===== src/rtl/fc_dense_cu_if.sv =====
// Bus between the fully-connected control unit and its feature/weight/bias
// memories, MAC datapath, output bank and neighbouring pipeline stages.
// Optional feature: define ARGMAX_EN to add class_index / class_valid.
interface fc_dense_cu_if #(
    parameter int unsigned DATA_WIDTH   = 32,
    parameter int unsigned IN_FEATURES  = 160,
    parameter int unsigned OUT_FEATURES = 10
);
    localparam int unsigned IFM_AW = (IN_FEATURES > 1) ? $clog2(IN_FEATURES) : 1;
    localparam int unsigned WM_AW  = (IN_FEATURES * OUT_FEATURES > 1) ?
                                     $clog2(IN_FEATURES * OUT_FEATURES) : 1;
    localparam int unsigned BM_AW  = (OUT_FEATURES > 1) ? $clog2(OUT_FEATURES) : 1;

    logic                  start_from_previous;
    logic                  end_to_previous;
    logic                  end_from_next;
    logic                  start_to_next;
    logic                  ifm_sel;
    logic                  ifm_enable_read;
    logic [IFM_AW-1:0]     ifm_address_read;
    logic                  wm_enable_read;
    logic [WM_AW-1:0]      wm_address_read;
    logic                  bm_enable_read;
    logic [BM_AW-1:0]      bm_address_read;
    logic                  mac_enable;
    logic                  acc_clear;
    logic [DATA_WIDTH-1:0] acc_data;
    logic                  out_write;
    logic [BM_AW-1:0]      out_address;
    logic [DATA_WIDTH-1:0] out_data;
`ifdef ARGMAX_EN
    logic [BM_AW-1:0]      class_index;
    logic                  class_valid;
`endif

    modport master (
        input  start_from_previous, end_from_next, acc_data,
        output end_to_previous, start_to_next, ifm_sel,
        output ifm_enable_read, ifm_address_read,
        output wm_enable_read, wm_address_read,
        output bm_enable_read, bm_address_read,
        output mac_enable, acc_clear,
        output out_write, out_address, out_data
`ifdef ARGMAX_EN
        , output class_index, class_valid
`endif
    );

    modport slave (
        output start_from_previous, end_from_next, acc_data,
        input  end_to_previous, start_to_next, ifm_sel,
        input  ifm_enable_read, ifm_address_read,
        input  wm_enable_read, wm_address_read,
        input  bm_enable_read, bm_address_read,
        input  mac_enable, acc_clear,
        input  out_write, out_address, out_data
`ifdef ARGMAX_EN
        , input class_index, class_valid
`endif
    );
endinterface


===== src/rtl/fc_dense_cu.sv =====
// Control unit for the fully-connected stage after the last conv stage.
// Sequences feature/weight/bias reads per output neuron, waits out the MAC
// pipeline, writes the ReLU'd result and hands the frame downstream.
// Optional feature: define ARGMAX_EN to track the winning class per frame.
module fc_dense_cu #(
    parameter int unsigned DATA_WIDTH   = 32,
    parameter int unsigned IN_FEATURES  = 160,
    parameter int unsigned OUT_FEATURES = 10,
    parameter int unsigned MAC_LATENCY  = 3
) (
    input  logic          clk,
    input  logic          reset,
    fc_dense_cu_if.master bus
);
    localparam int unsigned IFM_AW  = (IN_FEATURES > 1) ? $clog2(IN_FEATURES) : 1;
    localparam int unsigned WM_AW   = (IN_FEATURES * OUT_FEATURES > 1) ?
                                      $clog2(IN_FEATURES * OUT_FEATURES) : 1;
    localparam int unsigned BM_AW   = (OUT_FEATURES > 1) ? $clog2(OUT_FEATURES) : 1;
    localparam int unsigned DRAIN_W = (MAC_LATENCY > 0) ? $clog2(MAC_LATENCY + 1) : 1;

    localparam logic [IFM_AW-1:0]  LAST_I    = IFM_AW'(IN_FEATURES - 1);
    localparam logic [BM_AW-1:0]   LAST_N    = BM_AW'(OUT_FEATURES - 1);
    localparam logic [DRAIN_W-1:0] LAST_D    = DRAIN_W'(MAC_LATENCY);

    typedef enum logic [2:0] {
        IDLE      = 3'd0,
        READ      = 3'd1,
        DRAIN     = 3'd2,
        WRITE     = 3'd3,
        WAIT_NEXT = 3'd4
    } state_t;

    state_t              state;
    state_t              state_next;
    logic [IFM_AW-1:0]   feat_idx;
    logic [WM_AW-1:0]    weight_addr;
    logic [BM_AW-1:0]    neuron_idx;
    logic [DRAIN_W-1:0]  drain_cnt;
    logic                bank_sel;
    logic                mac_enable_q;
    logic                acc_clear_q;

    // State register
    always_ff @(posedge clk) begin
        if (reset) state <= IDLE;
        else       state <= state_next;
    end

    // Next-state logic
    always_comb begin
        state_next = state;
        case (state)
            IDLE:      if (bus.start_from_previous) state_next = READ;
            READ:      if (feat_idx == LAST_I)      state_next = DRAIN;
            DRAIN:     if (drain_cnt == LAST_D)     state_next = WRITE;
            WRITE:     state_next = (neuron_idx == LAST_N) ? WAIT_NEXT : READ;
            WAIT_NEXT: if (bus.end_from_next)       state_next = IDLE;
            default:   state_next = IDLE;
        endcase
    end

    // Output decode from state and counters
    always_comb begin
        bus.end_to_previous  = 1'b0;
        bus.start_to_next    = 1'b0;
        bus.ifm_enable_read  = 1'b0;
        bus.wm_enable_read   = 1'b0;
        bus.bm_enable_read   = 1'b0;
        bus.out_write        = 1'b0;
        case (state)
            IDLE:      bus.end_to_previous = 1'b1;
            READ: begin
                bus.ifm_enable_read = 1'b1;
                bus.wm_enable_read  = 1'b1;
                bus.bm_enable_read  = 1'b1;
            end
            WRITE:     bus.out_write     = 1'b1;
            WAIT_NEXT: bus.start_to_next = bus.end_from_next;
            default:   ;
        endcase
    end

    assign bus.ifm_sel          = bank_sel;
    assign bus.ifm_address_read = feat_idx;
    assign bus.wm_address_read  = weight_addr;
    assign bus.bm_address_read  = neuron_idx;
    assign bus.out_address      = neuron_idx;
    assign bus.mac_enable       = mac_enable_q;
    assign bus.acc_clear        = acc_clear_q;
    assign bus.out_data         = bus.acc_data[DATA_WIDTH-1] ? '0 : bus.acc_data;

    // Feature, weight, neuron and drain counters plus input bank select
    always_ff @(posedge clk) begin
        if (reset) begin
            feat_idx    <= '0;
            weight_addr <= '0;
            neuron_idx  <= '0;
            drain_cnt   <= '0;
            bank_sel    <= 1'b0;
        end else begin
            case (state)
                IDLE: if (bus.start_from_previous) begin
                    bank_sel    <= ~bank_sel;
                    feat_idx    <= '0;
                    weight_addr <= '0;
                    neuron_idx  <= '0;
                    drain_cnt   <= '0;
                end
                READ: begin
                    weight_addr <= weight_addr + WM_AW'(1);
                    drain_cnt   <= '0;
                    feat_idx    <= (feat_idx == LAST_I) ? '0 : feat_idx + IFM_AW'(1);
                end
                DRAIN: drain_cnt <= drain_cnt + DRAIN_W'(1);
                WRITE: neuron_idx <= (neuron_idx == LAST_N) ? '0 : neuron_idx + BM_AW'(1);
                default: ;
            endcase
        end
    end

    // MAC enable trails the read enable by the memory read latency
    always_ff @(posedge clk) begin
        if (reset) begin
            mac_enable_q <= 1'b0;
            acc_clear_q  <= 1'b0;
        end else begin
            mac_enable_q <= (state == READ);
            acc_clear_q  <= (state == READ) && (feat_idx == '0);
        end
    end

`ifdef ARGMAX_EN
    logic [DATA_WIDTH-1:0] best_val;
    logic [BM_AW-1:0]      best_idx;
    logic [BM_AW-1:0]      class_idx_q;
    logic                  take_c;
    logic                  last_write_c;
    logic [BM_AW-1:0]      win_idx_c;

    // Running winner including the neuron being written; strict > keeps lowest index on ties
    always_comb begin
        last_write_c = (state == WRITE) && (neuron_idx == LAST_N);
        take_c       = (neuron_idx == '0) || ($signed(bus.out_data) > $signed(best_val));
        win_idx_c    = take_c ? neuron_idx : best_idx;
    end

    // Best-so-far tracking and per-frame class latch
    always_ff @(posedge clk) begin
        if (reset) begin
            best_val    <= '0;
            best_idx    <= '0;
            class_idx_q <= '0;
        end else if (state == WRITE) begin
            if (take_c) begin
                best_val <= bus.out_data;
                best_idx <= neuron_idx;
            end
            if (last_write_c) class_idx_q <= win_idx_c;
        end
    end

    assign bus.class_valid = last_write_c;
    assign bus.class_index = last_write_c ? win_idx_c : class_idx_q;
`endif
endmodule

===== src/flat_wrapper.sv =====
// flat-port wrapper written by rule: the top's interface ports become plain ports
module fc_dense_cu_flat 
#(
    parameter int unsigned DATA_WIDTH   = 32,
    parameter int unsigned IN_FEATURES  = 160,
    parameter int unsigned OUT_FEATURES = 10,
    parameter int unsigned MAC_LATENCY  = 3
)
  (clk, reset, bus_start_from_previous, bus_end_from_next, bus_acc_data, bus_end_to_previous, bus_start_to_next, bus_ifm_sel, bus_ifm_enable_read, bus_ifm_address_read, bus_wm_enable_read, bus_wm_address_read, bus_bm_enable_read, bus_bm_address_read, bus_mac_enable, bus_acc_clear, bus_out_write, bus_out_address, bus_out_data);
  fc_dense_cu_if #(.DATA_WIDTH(DATA_WIDTH), .IN_FEATURES(IN_FEATURES), .OUT_FEATURES(OUT_FEATURES)) bus_i ();
  input  logic clk;
  input  logic reset;
  input wire logic [$bits(bus_i.start_from_previous)-1:0] bus_start_from_previous;
  input wire logic [$bits(bus_i.end_from_next)-1:0] bus_end_from_next;
  input wire logic [$bits(bus_i.acc_data)-1:0] bus_acc_data;
  output wire logic [$bits(bus_i.end_to_previous)-1:0] bus_end_to_previous;
  output wire logic [$bits(bus_i.start_to_next)-1:0] bus_start_to_next;
  output wire logic [$bits(bus_i.ifm_sel)-1:0] bus_ifm_sel;
  output wire logic [$bits(bus_i.ifm_enable_read)-1:0] bus_ifm_enable_read;
  output wire logic [$bits(bus_i.ifm_address_read)-1:0] bus_ifm_address_read;
  output wire logic [$bits(bus_i.wm_enable_read)-1:0] bus_wm_enable_read;
  output wire logic [$bits(bus_i.wm_address_read)-1:0] bus_wm_address_read;
  output wire logic [$bits(bus_i.bm_enable_read)-1:0] bus_bm_enable_read;
  output wire logic [$bits(bus_i.bm_address_read)-1:0] bus_bm_address_read;
  output wire logic [$bits(bus_i.mac_enable)-1:0] bus_mac_enable;
  output wire logic [$bits(bus_i.acc_clear)-1:0] bus_acc_clear;
  output wire logic [$bits(bus_i.out_write)-1:0] bus_out_write;
  output wire logic [$bits(bus_i.out_address)-1:0] bus_out_address;
  output wire logic [$bits(bus_i.out_data)-1:0] bus_out_data;
  assign bus_i.start_from_previous = bus_start_from_previous;
  assign bus_i.end_from_next = bus_end_from_next;
  assign bus_i.acc_data = bus_acc_data;
  assign bus_end_to_previous = bus_i.end_to_previous;
  assign bus_start_to_next = bus_i.start_to_next;
  assign bus_ifm_sel = bus_i.ifm_sel;
  assign bus_ifm_enable_read = bus_i.ifm_enable_read;
  assign bus_ifm_address_read = bus_i.ifm_address_read;
  assign bus_wm_enable_read = bus_i.wm_enable_read;
  assign bus_wm_address_read = bus_i.wm_address_read;
  assign bus_bm_enable_read = bus_i.bm_enable_read;
  assign bus_bm_address_read = bus_i.bm_address_read;
  assign bus_mac_enable = bus_i.mac_enable;
  assign bus_acc_clear = bus_i.acc_clear;
  assign bus_out_write = bus_i.out_write;
  assign bus_out_address = bus_i.out_address;
  assign bus_out_data = bus_i.out_data;
  fc_dense_cu #(.DATA_WIDTH(DATA_WIDTH), .IN_FEATURES(IN_FEATURES), .OUT_FEATURES(OUT_FEATURES), .MAC_LATENCY(MAC_LATENCY)) u_core (.clk(clk), .reset(reset), .bus(bus_i));
endmodule

===== config.mk =====
export PLATFORM = sky130hd
export DESIGN_NAME = fc_dense_cu_flat
export DESIGN_NICKNAME = d
export VERILOG_FILES = /design/src/rtl/fc_dense_cu_if.sv /design/src/rtl/fc_dense_cu.sv /design/src/flat_wrapper.sv
export SDC_FILE = /design/constraint.sdc
export NUM_CORES = 1
export LEC_CHECK = 0
export ABC_AREA = 1
export CAP_MARGIN = 25
export CORE_MARGIN = 2
export CORE_UTILIZATION = 40
export DETAILED_ROUTE_END_ITERATION = 12
export GPL_TIMING_DRIVEN = 0
export PLACE_DENSITY = 0.86
export SYNTH_ARGS = -nofsm -noshare
export SYNTH_HDL_FRONTEND = slang
export SYNTH_SLANG_ARGS = --single-unit

===== constraint.sdc =====
create_clock -name clk -period 1.9 [get_ports clk]
set_input_delay 0.57 -clock clk [delete_from_list [all_inputs] [get_ports clk]]
set_output_delay 0.57 -clock clk [all_outputs]
set_load 0.03 [all_outputs]

==> metrics.cfg, run 1 <==
[status]
outcome=finished, final reports clean

[routing]
wl_per_cell_um=12.5
drt_iter0_drc=112
routed_wl_mm=6.27
antenna_left=0
viasPerCell=4.74
first_pass_iters=4
num_vias=2381
drc=0

[cells_and_area]
drive_gt1_frac=0.198
antennaDiodeCount=0
area_growth_pct=63.2
fin_area_mm2=0.00323
nets=476

[timing]
period_minus_slack_ps=1870
setup_viol=0
rsz0062_at_grt=false
max_freq_ghz=0.535
worst_slew_pin_slew_ps=546
fin_skew_ps=4.53
slew_violations=0
whs_ps=483
hold_viol_final=0
max_slew_margin=0.636
fin_crit_sh=0.984

[global_route]
grt_pass1_wl_mm=9.55
grt_max_degree=13
grt.total_usage=0.222
grt_pass1_vias=2106
antenna_found_initial=0
grt-ovfl-total=0

[clock_tree]
cts_sinks=31
clock-root-buffer=clkbuf_8
clkLatencyLatePin_ps=290
cts_htree_levels=2
cts_buffer_depth=2
clk_pin_slew_worst_paths_ps=60
cts_tree=built
hold_buffers=0
cts_made_buffers=5

[setup_path]
critPathRequiredTime_ps=1330
critPathSlowestCell=clkdlybuf4s50_1
path_cells=clkdlybuf4s50_1, inv_1, nor2_1, buf_4
crit_family=buffers and inverters
start_kind=primary input
critical_path_class=in2out
crit_fanout=1
slowest_delay_ps=450
cp_num_buf_inv=3
arrival_ps=1300
cp-end-kind=output port

[synthesis]
syn-num-nets=360
ys_types=29
synthTopCellsByArea=dfxtp_1, nand2_1, nor2_1, inv_1, a21oi_1
synth_edf_count=0
yosysSeqAreaShare=0.314
syn_inst=318
yosys_most_used_dff=dfxtp_1
synth_top_area_cell=dfxtp_1
ys_seq_elements=31
netlist_area_mm2=0.00198
synth.most_common_cell=nand2_1
ys_warn_count=0
synth_top_area_share=0.314
async_reset_ff_frac=0
avgSynthCellArea_um2=6.22
yosys-top-cells-count=nand2_1, nor2_1, inv_1

[floorplanning]
rows=25
die_w_um=74.3
io-pin-count=104
die_h_um=74.3
start_util=0.416
coreArea_mm2=0.00475
die-area_mm2=0.00552

[power]
peakVddDrop_uv=667
power_mw=2.84
powerDensity_mw_per_mm2=879
p_leak_nw=1.90

[placement]
gp_congestion=0.857
place.port_buffers=102
hpwl_mm=4.41
placed_cell_area_mm2=0.00309

[job]
drv_cap=0

[worst_hold_path]
hold_class=reg2reg

==> per-stage QoR <==
stage	worst slack, ps	setup TNS (ps)	util	instances
5_1_grt	4.15	0	0.679	502
2_1_floorplan	102	0	-	318
6_report	31.2	0	0.679	502
4_1_cts	2.15	0	0.654	500
3_5_place_dp	-866	-28610	0.650	487
3_3_place_gp	-851	-28350	0.650	487
==> cells by family after synthesis <==
| family | count (synthesis) | synth area share |
|---|---|---|
| adders and majority gates | 6 | 0.0379 |
| xor gates and xnor gates | 3 | 0.0133 |
| and+or+nand+nor | 163 | 0.366 |
| AOI/OAI and AO/OA | 38 | 0.0987 |
| buffers and inverters | 76 | 0.168 |
| DFF | 31 | 0.314 |
| other | 1 | 0.00190 |
==> placed cells by master, fill, tap and decap left out, types with 2 or more instances in the layout <==
cell type and instances:
nand2_1 64, nor2_1 58, inv_1 56, buf_4 47, dlygate4sd2_1 29, dfxtp_1 29
dlymetal6s2s_1 26, a21oi_1 23, nand3_1 19, clkbuf_8 10, o21ai_0 10, clkdlybuf4s50_1 9
ha_1 6, nand3_2 4, buf_6 4, nor3_1 4, inv_2 3, nor2_2 3
clkbuf_1 3, o21ai_1 3, nand2_2 2, nand4_1 2, xor2_1 2, buf_2 2
dfxtp_2 2
==> metal layers <==
metal | share of wire | vias up | global-route usage
met3 | 0.036 | 12 | 0.0434
li1 | - | 1198 | -
met2 | 0.53 | 67 | 0.392
met4 | 0.017 | 0 | 0.0833
met1 | 0.42 | 1104 | 0.268
met5 | 0 | - | 0
==> tightest hold or removal path, delay by kind of cell, from the launching register on <==
kind               cells  cell delay [ps]
AOI/OAI and AO/OA      1               50
and+or+nand+nor        1               70
DFF                    1              310
==> path summary, 6_finish.rpt <==
check                                  from                        endpoint  slack, ps  cells after the start
max                        bus_acc_data[14]                bus_out_data[14]         30                      4
min reg2reg             u_core.drain_cnt[1]             u_core.drain_cnt[1]        480                      2
min                     u_core.drain_cnt[1]             u_core.drain_cnt[1]        480                      2
max reg2reg  u_core.bus.ifm_address_read[1]  u_core.bus.ifm_address_read[7]        440                      8
==> what timing repair did <==
action,4_1_cts,5_1_grt
endpoints found under the setup margin,63,36
setup buffers,5,2
resized for setup,261,48
pin swaps,3,21
gates cloned,1,0
==> power by group <==
group,switching (mW),internal [mW],total (mW)
sequential,0.0733,0.725,0.799
clock,0.254,0.330,0.584
combinational,0.892,0.562,1.45
total,1.22,1.62,2.84
==> registers in the layout (all words and copies together), names as in the netlist <==
| signal | count |
|---|---|
| u_core.drain_cnt | 2 |
| u_core.bus.acc_clear | 1 |
| u_core.bus.wm_address_read | 11 |
| u_core.bus.ifm_sel | 1 |
| u_core.state | 3 |
| u_core.bus.ifm_address_read | 8 |
| u_core.bus.bm_address_read | 4 |
| u_core.bus.mac_enable | 1 |
==> layout make-up <==
class                      instances  area (um2)
buffer                            15         125
clock buffer                       8         100
fill                             428        1530
inverter                          60         233
multi-input combinational        211        1040
sequential                        31         623
tap                               67        83.8
timing repair buffer             110        1020
Power figures use the tool's default switching activity.
==> inputs of run 2 (changes only) <==
--- a/config.mk
+++ b/config.mk
@@ -6,7 +6,7 @@
 export NUM_CORES = 1
 export LEC_CHECK = 0
 export ABC_AREA = 1
-export CAP_MARGIN = 25
+export CAP_MARGIN = 20
 export CORE_MARGIN = 2
 export CORE_UTILIZATION = 40
 export DETAILED_ROUTE_END_ITERATION = 12
==> results of run 2 <==
The final DEF is identical to that of run 1; final timing and power are the same.
==> inputs of run 3 (changes only) <==
--- a/config.mk
+++ b/config.mk
@@ -11,6 +11,7 @@
 export CORE_UTILIZATION = 40
 export DETAILED_ROUTE_END_ITERATION = 12
 export GPL_TIMING_DRIVEN = 0
+export HOLD_SLACK_MARGIN = 0.03
 export PLACE_DENSITY = 0.86
 export SYNTH_ARGS = -nofsm -noshare
 export SYNTH_HDL_FRONTEND = slang
==> results of run 3 <==
The final DEF is identical to that of run 1; final timing and power are the same.
